$ cat src/rtl/buffer_token_reader_if.sv
// ----------------------------------------------------------------------------
// buffer_token_reader_if
//   Bundles the control, buffer and token-stream signals of buffer_token_reader.
//   master : the requester/consumer side (drives start, abort, buffer, tok_ready)
//   slave  : the reader block (drives tok_valid, token, tok_last, busy, done,
//            count)
//   buffer is [0:383]: 96 nibble slots, slot k = bits [4k:4k+3], bit 4k = MSB.
// ----------------------------------------------------------------------------
interface buffer_token_reader_if;
  logic         start;
  logic         abort;
  logic [0:383] buffer;
  logic         tok_ready;
  logic         tok_valid;
  logic [3:0]   token;
  logic         tok_last;
  logic         busy;
  logic         done;
  logic [6:0]   count;

  modport master (
    output start, abort, buffer, tok_ready,
    input  tok_valid, token, tok_last, busy, done, count
  );

  modport slave (
    input  start, abort, buffer, tok_ready,
    output tok_valid, token, tok_last, busy, done, count
  );
endinterface

$ cat src/rtl/buffer_token_reader.sv
// ----------------------------------------------------------------------------
// buffer_token_reader
//   Snapshots a 96-slot nibble display buffer on start and streams its tokens
//   out over a valid/ready handshake, slot 0 first, stopping at the first empty
//   (0xF) slot or after slot 95. A one-cycle done pulse ends each completed
//   readout and count reports how many tokens were transferred.
// Ports
//   clk    : system clock, rising edge
//   rst_n  : asynchronous active-low reset
//   bus    : buffer_token_reader_if.slave
//            start/abort/buffer/tok_ready in; tok_valid/token/tok_last/
//            busy/done/count out (all outputs registered)
// ----------------------------------------------------------------------------
module buffer_token_reader (
  input  logic                        clk,
  input  logic                        rst_n,
  buffer_token_reader_if.slave        bus
);

  typedef enum logic [1:0] {
    IDLE   = 2'd0,
    EMIT   = 2'd1,
    FINISH = 2'd2
  } state_t;

  localparam logic [3:0] EMPTY = 4'hF;
  localparam logic [6:0] NSLOT = 7'd96;

  state_t       state_q, state_d;
  logic [0:383] snap_q, snap_d;
  logic [6:0]   idx_q, idx_d;
  logic [6:0]   run_cnt_q, run_cnt_d;
  logic [6:0]   count_q, count_d;
  logic         tok_valid_q, tok_valid_d;
  logic         tok_last_q, tok_last_d;
  logic [3:0]   token_q, token_d;
  logic         busy_q, busy_d;
  logic         done_q, done_d;

  // Slot view of the snapshot.
  logic [3:0] snap_slot [0:95];

  genvar gi;
  generate
    for (gi = 0; gi < 96; gi++) begin : g_slot
      assign snap_slot[gi] = snap_q[4*gi +: 4];
    end
  endgenerate

  // Slots after the one currently presented. Anything past slot 95 reads as
  // empty so the stream naturally terminates without wrapping.
  logic [6:0] idx_nx1, idx_nx2;
  logic [3:0] slot_nx1, slot_nx2;

  assign idx_nx1  = idx_q + 7'd1;
  assign idx_nx2  = idx_q + 7'd2;
  assign slot_nx1 = (idx_nx1 < NSLOT) ? snap_slot[idx_nx1] : EMPTY;
  assign slot_nx2 = (idx_nx2 < NSLOT) ? snap_slot[idx_nx2] : EMPTY;

  always_comb begin
    state_d     = state_q;
    snap_d      = snap_q;
    idx_d       = idx_q;
    run_cnt_d   = run_cnt_q;
    count_d     = count_q;
    tok_valid_d = tok_valid_q;
    tok_last_d  = tok_last_q;
    token_d     = token_q;
    done_d      = 1'b0;

    case (state_q)
      IDLE: begin
        tok_valid_d = 1'b0;
        tok_last_d  = 1'b0;
        if (bus.start) begin
          // The first token is taken straight from the live buffer so that
          // tok_valid is already up on the cycle after start.
          snap_d      = bus.buffer;
          idx_d       = 7'd0;
          run_cnt_d   = 7'd0;
          state_d     = EMIT;
          token_d     = bus.buffer[0:3];
          tok_valid_d = (bus.buffer[0:3] != EMPTY);
          tok_last_d  = (bus.buffer[0:3] != EMPTY) && (bus.buffer[4:7] == EMPTY);
        end
      end

      EMIT: begin
        if (bus.abort) begin
          // Abort wins over a transfer happening on the same edge.
          state_d     = IDLE;
          tok_valid_d = 1'b0;
          tok_last_d  = 1'b0;
        end else if (!tok_valid_q) begin
          // Nothing presentable (empty slot 0): wrap up immediately.
          state_d = FINISH;
        end else if (bus.tok_ready) begin
          idx_d     = idx_nx1;
          run_cnt_d = run_cnt_q + 7'd1;
          if (tok_last_q) begin
            state_d     = FINISH;
            tok_valid_d = 1'b0;
            tok_last_d  = 1'b0;
          end else begin
            // tok_last was low, so the next slot is known to be non-empty
            // and below 96.
            tok_valid_d = 1'b1;
            token_d     = slot_nx1;
            tok_last_d  = (idx_nx1 == NSLOT - 7'd1) || (slot_nx2 == EMPTY);
          end
        end
      end

      FINISH: begin
        state_d     = IDLE;
        done_d      = 1'b1;
        count_d     = run_cnt_q;
        tok_valid_d = 1'b0;
        tok_last_d  = 1'b0;
      end

      default: begin
        state_d     = IDLE;
        tok_valid_d = 1'b0;
        tok_last_d  = 1'b0;
      end
    endcase

    busy_d = (state_d != IDLE);
  end

  always_ff @(posedge clk or negedge rst_n) begin
    if (!rst_n) begin
      state_q     <= IDLE;
      snap_q      <= '1;
      idx_q       <= 7'd0;
      run_cnt_q   <= 7'd0;
      count_q     <= 7'd0;
      tok_valid_q <= 1'b0;
      tok_last_q  <= 1'b0;
      token_q     <= 4'd0;
      busy_q      <= 1'b0;
      done_q      <= 1'b0;
    end else begin
      state_q     <= state_d;
      snap_q      <= snap_d;
      idx_q       <= idx_d;
      run_cnt_q   <= run_cnt_d;
      count_q     <= count_d;
      tok_valid_q <= tok_valid_d;
      tok_last_q  <= tok_last_d;
      token_q     <= token_d;
      busy_q      <= busy_d;
      done_q      <= done_d;
    end
  end

  assign bus.tok_valid = tok_valid_q;
  assign bus.token     = token_q;
  assign bus.tok_last  = tok_last_q;
  assign bus.busy      = busy_q;
  assign bus.done      = done_q;
  assign bus.count     = count_q;

endmodule

$ cat src/flat_wrapper.sv
// flat-port wrapper written by rule: the top's interface ports become plain ports
module buffer_token_reader_flat 
  (clk, rst_n, bus_start, bus_abort, bus_buffer, bus_tok_ready, bus_tok_valid, bus_token, bus_tok_last, bus_busy, bus_done, bus_count);
  buffer_token_reader_if bus_i ();
  input  logic clk;
  input  logic rst_n;
  input wire logic [$bits(bus_i.start)-1:0] bus_start;
  input wire logic [$bits(bus_i.abort)-1:0] bus_abort;
  input wire logic [$bits(bus_i.buffer)-1:0] bus_buffer;
  input wire logic [$bits(bus_i.tok_ready)-1:0] bus_tok_ready;
  output wire logic [$bits(bus_i.tok_valid)-1:0] bus_tok_valid;
  output wire logic [$bits(bus_i.token)-1:0] bus_token;
  output wire logic [$bits(bus_i.tok_last)-1:0] bus_tok_last;
  output wire logic [$bits(bus_i.busy)-1:0] bus_busy;
  output wire logic [$bits(bus_i.done)-1:0] bus_done;
  output wire logic [$bits(bus_i.count)-1:0] bus_count;
  assign bus_i.start = bus_start;
  assign bus_i.abort = bus_abort;
  assign bus_i.buffer = bus_buffer;
  assign bus_i.tok_ready = bus_tok_ready;
  assign bus_tok_valid = bus_i.tok_valid;
  assign bus_token = bus_i.token;
  assign bus_tok_last = bus_i.tok_last;
  assign bus_busy = bus_i.busy;
  assign bus_done = bus_i.done;
  assign bus_count = bus_i.count;
  buffer_token_reader u_core (.clk(clk), .rst_n(rst_n), .bus(bus_i));
endmodule
$ cat config.mk
export PLATFORM = sky130hd
export DESIGN_NAME = buffer_token_reader_flat
export DESIGN_NICKNAME = d
export VERILOG_FILES = /design/src/rtl/buffer_token_reader_if.sv /design/src/rtl/buffer_token_reader.sv /design/src/flat_wrapper.sv
export SDC_FILE = /design/constraint.sdc
export NUM_CORES = 1
export LEC_CHECK = 0
export ABC_AREA = 1
export BUFFER_PORTS_ARGS = -buffer_cell sky130_fd_sc_hd__buf_2
export CORE_ASPECT_RATIO = 1.1
export CORE_MARGIN = 1.5
export CORE_UTILIZATION = 57
export DETAILED_ROUTE_END_ITERATION = 6
export PLACE_DENSITY = 0.79
export SLEW_MARGIN = 20
export SYNTH_ARGS = -nofsm -noshare
export SYNTH_HDL_FRONTEND = slang
export SYNTH_SLANG_ARGS = --single-unit
$ cat constraint.sdc
create_clock -name clk -period 3.72 [get_ports clk]
set_clock_uncertainty 0.2 [all_clocks]
set_input_delay 1.116 -clock clk [delete_from_list [all_inputs] [get_ports clk]]
set_output_delay 1.116 -clock clk [all_outputs]
set_load 0.05 [all_outputs]
==> results by group, run 1 <==
STA
  • Slew Viols, Final: 0
  • Final setup viols: 0
  • Worst slew margin: 0.256
  • RSZ-0062 raised after global routing: false
  • Period utilisation layout: 0.856
  • Slew @ Worst Pin: 1.12 ns
  • FMAX: about 310 MHz
  • Fin. Hold Viols: 0
  • Setup TNS: 0 ns
  • Final min period: 3.19 ns

Floorplan
  • Die W: ~200 µm
  • Full die area: between 0.04 and 0.05 mm²
  • Die height: 216 µm
  • # IOs: 404
  • Core area: 0.0405 mm²
  • Num rows: 77
  • Starting Density: 0.582

Detailed routing
  • Via count: 23804
  • ANT nets after route: 0
  • DRC Markers: 0
  • Drt pass-1 iters: 6
  • Routed Wire Length: 77.9 mm
  • WL/cell: 19.5 µm
  • Vias per cell: 5.95
  • Initial detailed-routing violation count: ~2300

Power
  • Total Power: between 20 and 25 mW
  • Leakage: 12.4 nW
  • Power density cells: 768 mW/mm²
  • VDD IR max: 0.683 mV

Clock network
  • Post-CTS sizing: 0
  • CTS tree: done
  • Reg clk slew, reported paths: 0.06 ns
  • Clock Latency Late Sink: between 0.5 and 0.6 ns
  • CTS root buf: clkbuf_16
  • CTS H-tree lvls: 2
  • Clock Sinks: 415
  • Post-cts hold buffer count: 0
  • TritonCTS Buffers: 45
  • Buffers inserted during post-CTS setup optimization: 0
  • Clock Tree Buf Depth: 3

Global route
  • GR Overflow Total: 0
  • Initial antenna violation count: 0
  • Largest net degree at the start of global routing: 219
  • Number of global-route vias before repair: 23112
  • First-pass GRT wire length: 122 mm
  • GRT Util Overall: 0.362

Yosys
  • Compound-Gate Fraction of Synth Area: 0.199
  • Synth top area share: 0.428
  • Largest cells by area after synthesis: dfstp_2 (43%), nand2_1 (14%), o21ai_0 (11%)
  • Predominant post-synthesis flop cell: dfstp_2
  • Seq/Total Area, Yosys: 0.461
  • Mapped Avg Cell Area: approximately 7.3 µm²
  • Post-Syn Area: 0.0236 mm²
  • Synthesized net count: between 3000 and 4000
  • Post-synth ARST share: 1.00
  • Cells after Synth: 3210
  • Post-synth EDFFs: 0
  • Post-synthesis mux area share: 0
  • FF+latch count, synth: between 400 and 500
  • Adder-Cell Fraction of Synth Area: 0.00212
  • Simple-gate share of the synthesized area: 0.231
  • Synth area leader: dfstp_2
  • Combinational family with the most area after synthesis: simple AND/OR/NAND/NOR gates
  • Synth unique cells: 35
  • Synth warn: 0
  • Synth Area in XOR/XNOR: 0.00255

Cells and area
  • Ratio of cells with drive above 1 in the final layout: 0.263
  • Final Cell Area: about 0.027 mm²
  • Commonest non-fill, non-tap cell in the layout: nand2_1
  • Fin nets: 3851
  • Most frequent cells in the layout: nand2_1 (891), o21ai_0 (526), buf_2 (402), nand3_1 (385), dfstp_2 (384)
  • # diodes: 0
  • P&R area growth vs syn: 15.1%

Flow run
  • Max Cap Viol: 0

Placed design
  • Post-detail-place hpwl: between 50 and 60 mm
  • GP Congestion: 0.924
  • Port Buffers: approximately 400
  • Placed instance area: 0.0256 mm²

Hold path
  • Min-delay src: u_core.snap_q[98]
  • Worst min-delay path class: register to register

Outcome
  • Status: finished, final reports clean

Setup path
  • Arrival @ worst endpoint: between 3 and 4 ns
  • Crit start category: register
  • Cells along the critical path: ha_1, xor2_4, buf_4, nand3_1, nand3_1, nand3_1, nand3_1, nand3_1, o211ai_1, a22oi_1
  • CP required: 3.97 ns
  • Most common cell on crit path: nand3_1
  • CP Capture Type: register
  • FF-to-FF Start: u_core.idx_q[0]
  • Max incr delay on CP: 0.69 ns
  • Crit Path Category: register to register
  • Critical Path Slowest Stage Cell: buf_4
  • Critical path launch point: u_core.idx_q[0]
  • Crit-path max FO: 52
[area by class of cell]
cell class | instances | area [µm²]
fill | 3420 | 13300
inverter | 335 | 1280
tap | 513 | 642
clock buffer | 70 | 1350
timing repair buffer | 445 | 2540
multi-input combinational | 2216 | 10300
clock inverter | 10 | 130
sequential | 415 | 10900
[stage by stage]
step                hold slack (ns)  setup WS (ns)  std cells   util
global route                  0.285          0.446       4004  0.670
floorplan                     0.251          0.713       3210      -
global placement              0.262          0.617       3924  0.634
finish                        0.276          0.535       4004  0.670
detailed placement            0.264          0.484       3924  0.634
CTS                           0.275          0.652       4004  0.670
[critical path: cells and delay by family, from the launching register on]
kind	cells	cell delay [ns]
and+or+nand+nor	5	0.81
AOI/OAI and AO/OA	2	0.21
DFF	1	0.58
buffers and inverters	1	0.69
adders and majority gates	1	0.34
xor gates and xnor gates	1	0.21
[routing by layer]
metal | global-route usage | share of wire | wire length, µm | vias up
li1 | - | - | - | 11025
met1 | 0.474 | 0.39 | 30700 | 11119
met2 | 0.565 | 0.45 | 35300 | 1384
met3 | 0.0641 | 0.097 | 7550 | 276
met4 | 0.213 | 0.056 | 4390 | 0
met5 | 0 | 0 | 0 | -
[cell families (layout without fill, tap and decap cells)]
logic type,after synthesis,in the layout
fa+ha+maj,4,4
flops,415,415
simple gates,1315,1315
xor+xnor,6,6
buf+inv,579,860
compound gates,891,891
[synthesized netlist by cell type (20+ instances only)]
cell        n
nand3_1   385
buf_1      32
a21oi_1   241
inv_1     329
o21ai_1    31
o21ai_0   526
dfrtp_1    31
dfstp_2   384
nand2_1   892
buf_2      70
o211ai_1   76
buf_4      20
nor2_1     26
clkbuf_1  108
[flip-flops by register name, indices dropped and copies added (netlist names), 2 cells and up]
register	cells
u_core.snap_q	384
u_core.bus.count	7
u_core.idx_q	7
u_core.run_cnt_q	7
u_core.bus.token	4
u_core.state_q	2
[report_power, final]
part	total (mW)	switching (mW)	internal (mW)
clock network	4.54	1.85	2.69
registers	7.32	0.714	6.61
logic	8.97	6.19	2.79
total	20.8	8.75	12.1
[worst paths after layout]
check | slack (ns) | cells past startpoint | end
max reg2reg | 0.53 | 10 | u_core.bus.token[3]
max in group asynchronous | 2.06 | 2 | u_core.snap_q[143]
max | 0.53 | 10 | u_core.bus.token[3]
min reg2reg | 0.28 | 2 | u_core.snap_q[98]
min | 0.28 | 2 | u_core.snap_q[98]
min in group asynchronous | 0.73 | 1 | u_core.snap_q[244]
(Power assumes the default switching activity.)
==> inputs of run 2 (changes only) <==
--- a/config.mk
+++ b/config.mk
@@ -6,11 +6,11 @@
 export NUM_CORES = 1
 export LEC_CHECK = 0
 export ABC_AREA = 1
-export BUFFER_PORTS_ARGS = -buffer_cell sky130_fd_sc_hd__buf_2
 export CORE_ASPECT_RATIO = 1.1
 export CORE_MARGIN = 1.5
-export CORE_UTILIZATION = 57
+export CORE_UTILIZATION = 65
 export DETAILED_ROUTE_END_ITERATION = 6
+export DONT_BUFFER_PORTS = 1
 export PLACE_DENSITY = 0.79
 export SLEW_MARGIN = 20
 export SYNTH_ARGS = -nofsm -noshare
==> results by group, run 2 (synthesized netlist as in run 1, its figures left out) <==
Outcome
  • Status: finished, final reports clean

Setup path
  • Cells along the critical path: ha_2, nand2_1, inv_1, nand2_1, nand2_2, clkinv_2, nand3_1, nand3_1, nand3_1, nand3_1, o211ai_1, a22oi_1
  • CP Capture Type: register
  • Crit-path max FO: 24 (-54%)
  • Most common cell on crit path: nand3_1
  • Max incr delay on CP: 0.60 ns (-0.09 ns)
  • Cells on worst reg2reg path: 12 (+2)
  • Family with the most delay on the worst path: simple AND/OR/NAND/NOR gates
  • Cell count along the critical path: 12 (+2)
  • CP required: 3.95 ns (-0.02 ns)
  • Critical Path Slowest Stage Cell: dfrtp_1
  • Crit Path Category: register to register
  • Number of buffers and inverters on the critical path: 2 (+1)
  • Crit start category: register
  • Arrival @ worst endpoint: 3.48 ns (+0.05 ns)

Detailed routing
  • DRC Markers: 0 (unchanged)
  • Drt pass-1 iters: 6 (unchanged)
  • Routed Wire Length: 72.8 mm (-6.5%)
  • WL/cell: 20.4 µm (+5.1%)
  • Initial detailed-routing violation count: 2757 (+20%)
  • Met3 routed WL: 7.48 mm (-0.94%)
  • Top Layer Used: met5
  • Via count: 22278 (-6.4%)
  • ANT nets after route: 0 (unchanged)
  • Vias per cell: 6.25 (+5.2%)
  • DR WL met2: 33.5 mm (-5.1%)
  • WL met1: 28.2 mm (-8.0%)

Power
  • Power density cells: 816 mW/mm² (+6.1%)
  • Leakage: 10.7 nW (-13%)
  • VDD IR max: 0.664 mV (-2.7%)

Placed design
  • Post-detail-place hpwl: 48.1 mm (-6.5%)
  • Placed instance area: 0.0235 mm² (-8.3%)
  • Port Buffers: 0 (-100%)
  • GP Congestion: 0.946 (+2.4%)

Global route
  • Initial antenna violation count: 2 (+2)
  • Largest net degree at the start of global routing: 416 (+90%)
  • First-pass GRT wire length: 112 mm (-7.4%)
  • GRT Util Overall: 0.387 (+0.0248)
  • Number of global-route vias before repair: 21219 (-8.2%)
  • GR Overflow Total: 0 (unchanged)

STA
  • Worst slew margin: 0.185 (-0.0708)
  • Slew @ Worst Pin: 1.22 ns (+0.106 ns)
  • RSZ-0062 raised after global routing: false
  • Fin. Hold Viols: 0 (unchanged)
  • Slew Viols, Final: 0 (unchanged)
  • Period utilisation layout: 0.873 (+0.0165)
  • Final min period: 3.25 ns (+0.0615 ns)
  • FMAX: 308 MHz (-1.9%)
  • Final setup viols: 0 (unchanged)
  • Setup TNS: 0 ns (unchanged)

Floorplan
  • Full die area: 0.0374 mm² (-12%)
  • Starting Density: 0.665 (+0.0832)
  • Core area: 0.0354 mm² (-13%)
  • Die W: 185 µm (-6.3%)
  • Die height: 203 µm (-6.3%)
  • # IOs: 404 (unchanged)
  • Num rows: 72 (-6.5%)

Cells and area
  • Final core occ: 0.705 (+0.0348)
  • Ratio of cells with drive above 1 in the final layout: 0.167 (-0.0961)
  • P&R area growth vs syn: 5.94%
  • Largest register by flop count: u_core.snap_q
  • Most frequent cells in the layout: nand2_1 (891), o21ai_0 (526), nand3_1 (385), dfstp_2 (384), inv_1 (326)
  • Final Cell Area: 0.0250 mm² (-8.0%)
  • Commonest non-fill, non-tap cell in the layout: nand2_1
  • Max reg flops: 384 (unchanged)
  • Fin nets: 3442 (-11%)

Clock network
  • Post-CTS sizing: 0 (unchanged)
  • CTS root buf: clkbuf_16
  • Clock Latency Late Sink: 0.56 ns (about the same)
  • CTS H-tree lvls: 2 (unchanged)
  • Buffers inserted during post-CTS setup optimization: 0 (unchanged)
  • Reg clk slew, reported paths: 0.06 ns (about the same)
  • Post-cts hold buffer count: 0 (unchanged)
  • Clock Sinks: 415 (unchanged)
  • TritonCTS Buffers: 44 (-2.2%)
  • CTS tree: done
  • Clock Tree Buf Depth: 3 (unchanged)

Hold path
  • Worst min-delay path class: input port to async pin

Flow run
  • Max Cap Viol: 0 (unchanged)
run 2: cell types whose count changed in the layout (fill, tap and decap cells not counted), sizes merged:
cell / previous run / this run
diode: 0 / 1
buf: 445 / 37
bufinv: 3 / 2
inv: 333 / 335
clkinv: 7 / 13
clkinvlp: 2 / 3
clkbuf: 70 / 60
run 2: cell type report:
type                       instances  area, µm²
antenna                            1       2.50
clock buffer                      60       1270
clock inverter                    18        163
fill                            2904      10400
inverter                         335       1280
multi-input combinational       2216      10300
sequential                       415      10900
tap                              481        602
timing repair buffer              37        465
run 2: metrics by stage:
stage	cells	worst slack (ns)	hold slack, ns	total power, mW
after floorplan	3210	0.713	0.251	13.5
after global placement	3484	0.544	0.261	15.4
after detailed placement	3484	0.498	0.264	15.7
after CTS	3562	0.570	0.0500	20.1
after global routing	3562	0.308	0.0701	21.6
final	3563	0.473	0.156	20.4
run 2: power breakdown:
part / total [mW] / internal, mW / switching [mW] / leakage, nW
clock: 4.42 / 2.54 / 1.88 / 0.708
combinational: 8.42 / 2.65 / 5.76 / 5.59
sequential: 7.52 / 6.61 / 0.913 / 4.43
total: 20.4 / 11.8 / 8.55 / 10.7
run 2: metal layers:
metal  GRT usage  vias up
met4       0.191        2
met5           0        -
met2       0.608     1330
met1       0.511    10479
li1            -    10210
met3      0.0777      257
run 2: worst paths after layout:
kind,start,endpoint,slack [ns]
max in group asynchronous,rst_n,u_core.idx_q[1],2.12
setup / recovery,u_core.idx_q[2],u_core.bus.token[3],0.47
min in group clk,u_core.snap_q[115],u_core.snap_q[115],0.28
hold reg to reg,u_core.snap_q[115],u_core.snap_q[115],0.28
hold / removal,rst_n,u_core.idx_q[3],0.16
setup reg to reg,u_core.idx_q[2],u_core.bus.token[3],0.47
